===== src/rtl/pvr_param_pkg.sv =====
// rtl/pvr_param_pkg.sv - shared PVR parameter-format constants, writer state and vertex record
package pvr_param_pkg;

  localparam int ISP_TEXTURE = 25;
  localparam int ISP_OFFSET  = 24;
  localparam int ISP_UV16    = 22;

  localparam int OL_MASK_HI  = 30;
  localparam int OL_MASK_LO  = 25;
  localparam int OL_SHADOW   = 24;
  localparam int OL_SKIP_HI  = 23;
  localparam int OL_SKIP_LO  = 21;
  localparam int OL_ADDR_HI  = 20;

  localparam logic [3:0] MAX_VTX = 4'd8;

  typedef enum logic [2:0] {
    ST_IDLE,
    ST_HDR,
    ST_VWAIT,
    ST_VWR,
    ST_EMIT
  } wr_state_t;

  typedef struct packed {
    logic [31:0] x;
    logic [31:0] y;
    logic [31:0] z;
    logic [31:0] u0;
    logic [31:0] v0;
    logic [31:0] base_col;
    logic [31:0] off_col;
  } vtx_t;

  // Triangle k of an n-vertex strip owns mask field bit 5-k (OL bit 30-k).
  function automatic logic [5:0] strip_mask(input logic [3:0] n);
    logic [5:0] m;
    m = '0;
    for (int k = 0; k < 6; k++) begin
      if (k + 3 <= int'({28'd0, n})) m[5-k] = 1'b1;
    end
    return m;
  endfunction

endpackage


===== src/rtl/ta_vtx_word_sel.sv =====
// rtl/ta_vtx_word_sel.sv - picks vertex word idx in ISP parameter order and reports words per vertex
module ta_vtx_word_sel
  import pvr_param_pkg::*;
(
  input  vtx_t        vtx,
  input  logic        texture,
  input  logic        offset,
  input  logic        uv16,
  input  logic [2:0]  idx,
  output logic [31:0] word,
  output logic [2:0]  n_words,
  output logic [2:0]  skip
);

  logic [2:0] uv_words;
  logic [2:0] rel;

  assign uv_words = texture ? (uv16 ? 3'd1 : 3'd2) : 3'd0;
  assign skip     = uv_words + 3'd1 + {2'b00, offset};
  assign n_words  = skip + 3'd3;
  assign rel      = idx - 3'd3;

  // Layout after x,y,z: [uv words] base_col [off_col]
  always_comb begin
    word = '0;
    if (idx < 3'd3) begin
      case (idx)
        3'd0:    word = vtx.x;
        3'd1:    word = vtx.y;
        default: word = vtx.z;
      endcase
    end else if (rel < uv_words) begin
      if (uv16) word = {vtx.u0[31:16], vtx.v0[31:16]};
      else      word = (rel == 3'd0) ? vtx.u0 : vtx.v0;
    end else if (rel == uv_words) begin
      word = vtx.base_col;
    end else begin
      word = vtx.off_col;
    end
  end

endmodule


===== src/rtl/ta_param_writer.sv =====
// rtl/ta_param_writer.sv - writes polygon header and strip vertices to VRAM, emits strip OL word
module ta_param_writer
  import pvr_param_pkg::*;
(
  input  logic        clock,
  input  logic        reset_n,
  input  logic [23:0] param_base,
  input  logic        param_start,
  input  logic        poly_start,
  input  logic [31:0] hdr_isp,
  input  logic [31:0] hdr_tsp,
  input  logic [31:0] hdr_tex,
  input  logic        vtx_valid,
  output logic        vtx_ready,
  input  logic        vtx_last,
  input  logic [31:0] vtx_x,
  input  logic [31:0] vtx_y,
  input  logic [31:0] vtx_z,
  input  logic [31:0] vtx_u0,
  input  logic [31:0] vtx_v0,
  input  logic [31:0] vtx_base_col,
  input  logic [31:0] vtx_off_col,
  output logic        ta_vram_wr,
  output logic [23:0] ta_vram_addr,
  output logic [31:0] ta_vram_dout,
  input  logic        ta_vram_wait,
  output logic        ol_valid,
  output logic [31:0] ol_word,
  output logic        strip_err,
  output logic        busy,
  output logic [23:0] param_ptr
);

  wr_state_t   state, state_nxt;
  logic [31:0] isp_q, tsp_q, tex_q;
  vtx_t        vtx_q;
  logic [23:0] poly_addr;
  logic [2:0]  word_idx;
  logic [3:0]  vcount;
  logic        last_q;
  logic        cap_err_q;
  logic [31:0] vtx_word;
  logic [2:0]  n_words;
  logic [2:0]  skip;
  logic [31:0] wr_data;
  logic        group_end;
  logic        accept;

  ta_vtx_word_sel u_word_sel (
    .vtx     (vtx_q),
    .texture (isp_q[ISP_TEXTURE]),
    .offset  (isp_q[ISP_OFFSET]),
    .uv16    (isp_q[ISP_UV16]),
    .idx     (word_idx),
    .word    (vtx_word),
    .n_words (n_words),
    .skip    (skip)
  );

  always_ff @(posedge clock or negedge reset_n) begin
    if (!reset_n) state <= ST_IDLE;
    else          state <= state_nxt;
  end

  always_comb begin
    state_nxt  = state;
    vtx_ready  = 1'b0;
    ta_vram_wr = 1'b0;
    wr_data    = '0;
    group_end  = 1'b0;
    case (state)
      ST_IDLE: begin
        if (poly_start) state_nxt = ST_HDR;
      end
      ST_HDR: begin
        ta_vram_wr = 1'b1;
        case (word_idx)
          3'd0:    wr_data = isp_q;
          3'd1:    wr_data = tsp_q;
          default: wr_data = tex_q;
        endcase
        group_end = (word_idx == 3'd2);
        if (!ta_vram_wait && group_end) state_nxt = ST_VWAIT;
      end
      ST_VWAIT: begin
        vtx_ready = 1'b1;
        if (vtx_valid) state_nxt = ST_VWR;
      end
      ST_VWR: begin
        ta_vram_wr = 1'b1;
        wr_data    = vtx_word;
        group_end  = (word_idx == n_words - 3'd1);
        if (!ta_vram_wait && group_end) state_nxt = last_q ? ST_EMIT : ST_VWAIT;
      end
      ST_EMIT: state_nxt = ST_IDLE;
      default: state_nxt = ST_IDLE;
    endcase
  end

  assign accept       = ta_vram_wr && !ta_vram_wait;
  assign ta_vram_addr = ta_vram_wr ? param_ptr : 24'd0;
  assign ta_vram_dout = wr_data;
  assign busy         = (state != ST_IDLE);
  assign ol_valid     = (state == ST_EMIT) && (vcount >= 4'd3);
  assign strip_err    = (state == ST_EMIT) && ((vcount < 4'd3) || cap_err_q);
  assign ol_word      = ol_valid ? {1'b0, strip_mask(vcount), 1'b0, skip, poly_addr[22:2]} : 32'd0;

  always_ff @(posedge clock or negedge reset_n) begin
    if (!reset_n) begin
      param_ptr <= '0;
      poly_addr <= '0;
      isp_q     <= '0;
      tsp_q     <= '0;
      tex_q     <= '0;
      vtx_q     <= '0;
      word_idx  <= '0;
      vcount    <= '0;
      last_q    <= 1'b0;
      cap_err_q <= 1'b0;
    end else begin
      case (state)
        ST_IDLE: begin
          if (param_start) param_ptr <= param_base;
          if (poly_start) begin
            isp_q     <= hdr_isp;
            tsp_q     <= hdr_tsp;
            tex_q     <= hdr_tex;
            poly_addr <= param_start ? param_base : param_ptr;
            word_idx  <= '0;
            vcount    <= '0;
            last_q    <= 1'b0;
            cap_err_q <= 1'b0;
          end
        end
        ST_HDR, ST_VWR: begin
          if (accept) begin
            param_ptr <= param_ptr + 24'd4;
            word_idx  <= group_end ? 3'd0 : word_idx + 3'd1;
          end
        end
        ST_VWAIT: begin
          if (vtx_valid) begin
            vtx_q     <= '{vtx_x, vtx_y, vtx_z, vtx_u0, vtx_v0, vtx_base_col, vtx_off_col};
            vcount    <= vcount + 4'd1;
            // The eighth vertex closes the strip whether or not it was flagged last.
            last_q    <= vtx_last || (vcount == MAX_VTX - 4'd1);
            cap_err_q <= !vtx_last && (vcount == MAX_VTX - 4'd1);
          end
        end
        ST_EMIT: begin
          if (vcount < 4'd3) param_ptr <= poly_addr;
        end
        default: ;
      endcase
    end
  end

endmodule


===== config.mk =====
export PLATFORM = sky130hd
export DESIGN_NAME = ta_param_writer
export DESIGN_NICKNAME = d
export VERILOG_FILES = /design/src/rtl/pvr_param_pkg.sv /design/src/rtl/ta_vtx_word_sel.sv /design/src/rtl/ta_param_writer.sv
export SDC_FILE = /design/constraint.sdc
export NUM_CORES = 1
export LEC_CHECK = 0
export ABC_AREA = 1
export CAP_MARGIN = 15
export CORE_AREA = 4 4 204 206
export CTS_CLUSTER_DIAMETER = 40
export DETAILED_ROUTE_END_ITERATION = 7
export DIE_AREA = 0 0 208 210
export GPL_TIMING_DRIVEN = 0
export PLACE_DENSITY = 0.81
export SYNTH_ARGS = -nofsm -noshare
export SYNTH_HDL_FRONTEND = slang
export SYNTH_HIERARCHICAL = 1
export SYNTH_SLANG_ARGS = --single-unit
export TNS_END_PERCENT = 100

===== constraint.sdc =====
create_clock -name clock -period 2.89 [get_ports clock]
set_clock_uncertainty 0.05 [all_clocks]
set_input_delay 0.289 -clock clock [delete_from_list [all_inputs] [get_ports clock]]
set_output_delay 0.289 -clock clock [all_outputs]
set_load 0.05 [all_outputs]

==> results_dict.tcl <==
set metrics [dict create \
    cp-start-kind "flop" \
    max-vdd-ir-drop_uv 601 \
    synth_largest_type_area_fraction_pct 47.4 \
    root_buffer "clkbuf_16" \
    floorplan.io_pins 468 \
    wire_length_per_cell_um 20.5 \
    grt_max_degree 110 \
    clk_transition_reported_paths_ns 0.06 \
    setup_slack_ns -0.330 \
    grt_overflow_total 0 \
    tritoncts "yes" \
    static-leakage-power_nw 15.2 \
    worstHoldPathType "in -> reg" \
    timing.critical_path.slowest_cell_delay_ns 0.48 \
    die_h_um 210 \
    dr.first_iter.drc_count 2445 \
    violations "negative setup slack" \
    row_count 73 \
    worst-endpoint-required_ns 2.55 \
    timing_worst_slew_pin_value_ns 0.719 \
    worst_ep_arrival_time_ns 2.88 \
    netlist_top_cells_area "dfrtp_1, nand2_1, nand3_1" \
    worst_skew_pair.late_latency_ns 0.60 \
    groute.usage.overall_pct 36.3 \
    post_route_cells_drive_above_1_share_pct 17.9 \
    final_cell_area_um2 29300 \
    clock-sinks 380 \
    power_density_nw_per_um2 1270 \
    ys_seq_area_share_pct 47.4 \
    path_max_fanout 6 \
    viasPerCell 5.53 \
    finalHoldViolations 0 \
    crit_path_top_delay_cell "dfrtp_2" \
    flow.area_growth_from_synthesis_pct 45.8 \
    clock_buffers_created_by_tritoncts 55 \
    drt_pre_antenna_iters 7 \
    report.final.setup_viol 32 \
    synthFlopType "dfrtp_1" \
    synth.largest_area_cell "dfrtp_1" \
    post-route-drc-count 0 \
    ant_nets 0 \
    initial_utilization_pct 50.6 \
    maxSlewViolCount 0 \
    hpwl_um 61000 \
    postLayoutCoreUtil_pct 73.8 \
    yosysWarningCount 6 \
    postSynthAreaPerCell_um2 6.85 \
    synth_area_um2 20100 \
    detailroute.via_count 22500 \
    placedInstanceArea_um2 25500 \
    post_synth_edffs 0 \
    drt_wl_total_um 83200 \
    setup.worst_path.class "reg -> out" \
    timing.hold.ws_ns 0.153 \
    ys_async_sr_fraction_pct 100 \
    clock_tree.buffer_depth 3 \
    final.min_clock_period_ns 3.22 \
    run_status "complete, but fails checks" \
    fin_tns_setup_ns -8.78 \
    port-buffer-count 464 \
    syn-instance-count 2929 \
    globalplace.congestion 0.999 \
    die-area_um2 43700 \
    ys_seq_elements 380 \
    nNetsFinal 3864 \
    rsz0062_at_grt "yes" \
    series_of_cell_instances_along_the_critical_path "inv_4, buf_8, nand2_4, ha_4, nand3_4, clkbuf_8, nand2_2, nand3_4, nand2_4, nand2_2, nand2_1, nand2_1, o21ai_2, buf_6" \
    cts-htree-levels 2 \
    power.total_mw 37.0 \
    die_width_um 208 \
    grt_pass1_vias 22200 \
    relSlewSlack_pct 52.1 \
    clock.fmax_ghz 0.311 \
    grt_antenna_before_repair 1 \
    netlist-cell-type-count 35 \
    core-area_um2 39600 \
    end_kind "primary output" \
    drv.max_cap_violation_count 0 \
    grt_first_pass_wirelength_um 125000 \
    finalCritPeriodShare_pct 111 \
]
==> layout make-up <==
type / instances / area (µm²)
multi-input cells: 2181 / 10300
plain buffers: 157 / 982
diodes: 1 / 2.50
flip-flops and latches: 380 / 9520
repair buffers: 507 / 5130
inverters: 212 / 803
clock buffers: 69 / 1500
fillers: 3045 / 10400
clock inverters: 32 / 408
well taps: 525 / 657
==> through the flow <==
step                std cells  worst slack (ns)
floorplan                2930            0.0710
global placement         3919            -14.92
detailed placement       3922             -1.30
CTS                      4049            -0.365
global route             4063            -0.382
finish                   4064            -0.330
==> metal layers <==
| layer | wire length (µm) | vias up | GRT usage (%) |
|---|---|---|---|
| li1 | - | 10100 | - |
| met1 | 31400 | 10600 | 46.5 |
| met2 | 38800 | 1406 | 59.3 |
| met3 | 7740 | 316 | 6.55 |
| met4 | 5210 | 2 | 19.4 |
| met5 | 15 | - | 0 |
==> kinds of logic (layout without fill, tap and decap cells) <==
| family | Yosys count | in the layout | share of synthesized area [%] |
|---|---|---|---|
| AO/OA/AOI/OAI | 182 | 182 | 4.65 |
| other | 1 | 3 | 0.0187 |
| flip-flops | 380 | 380 | 47.4 |
| AND/OR/NAND/NOR | 1974 | 1974 | 38.8 |
| XOR/XNOR | 4 | 4 | 0.175 |
| buffers and inverters | 369 | 977 | 7.81 |
| adder cells (fa/ha/maj) | 19 | 19 | 1.18 |
==> power by group <==
part	internal (mW)	switching [mW]
sequential	7.80	1.87
clock	4.34	2.64
combinational	6.84	13.5
==> timing repair <==
action	in CTS	in global routing
setup endpoints to repair	91	66
pin swaps	48	25
hold buffers	1	0
gates cloned	8	5
hold endpoints to repair	79	0
gates resized for setup	734	172
buffers inserted	17	10
==> Yosys cell counts (3+ instances only) <==
cell type  instances
nand2_1         1582
dfrtp_1          380
nand3_1          215
inv_1            205
nor2_1           150
o21ai_0           90
buf_2             83
a21oi_1           75
clkbuf_1          49
buf_4             19
ha_1              19
nand4_1            8
o21ai_1            8
inv_2              7
nor2_2             7
buf_1              5
nand2_2            3
xnor2_1            3
==> cell usage in the layout, fill, tap and decap left out, types with 4 or more instances in the layout <==
master,n
buf_2,90
nand3_4,13
nand3_2,31
o21ai_1,8
nand2_2,139
nand2_1,1416
inv_2,12
ha_4,4
clkinv_4,7
clkinv_2,8
nor2_4,13
o21ai_0,59
inv_1,198
nand2_4,31
buf_4,42
nor2_2,14
buf_8,11
inv_6,8
clkbuf_8,6
nor2_1,132
buf_16,6
bufinv_16,7
clkbuf_16,60
dfrtp_2,5
clkdlybuf4s15_2,7
clkbuf_2,11
buf_6,49
dlygate4sd2_1,28
dfrtp_1,375
o21ai_2,25
clkbuf_1,40
clkdlybuf4s50_1,374
ha_1,13
a21oi_1,60
a21oi_2,16
o21ai_4,6
nand3_1,172
nand4_1,8
==> worst max-delay path: cells and delay by family (launching register included) <==
family / cells / cell delay, ns
and+or+nand+nor: 8 / 0.72
buffers and inverters: 4 / 0.61
DFF: 1 / 0.48
adders and majority gates: 1 / 0.32
AOI/OAI and AO/OA: 1 / 0.12
==> final timing paths <==
path | from | to | slack (ns) | cells past startpoint
max reg2reg | isp_q[25] | state[1] | 0.31 | 16
min | vtx_v0[10] | vtx_q[74] | 0.15 | 3
min reg2reg | vtx_q[202] | vtx_q[202] | 0.42 | 2
max | isp_q[22] | ta_vram_dout[15] | -0.33 | 14
min in group asynchronous | reset_n | poly_addr[16] | 0.22 | 2
max in group asynchronous | reset_n | tex_q[5] | 1.18 | 4
==> registers in the layout (all words and copies together) (netlist names) <==
signal and count:
tex_q 32, poly_addr 24, state 3, cap_err_q 1, isp_q 32, word_idx 3
last_q 1, vcount 4, tsp_q 32, vtx_q 224, param_ptr 24
(Power assumes the default switching activity.)
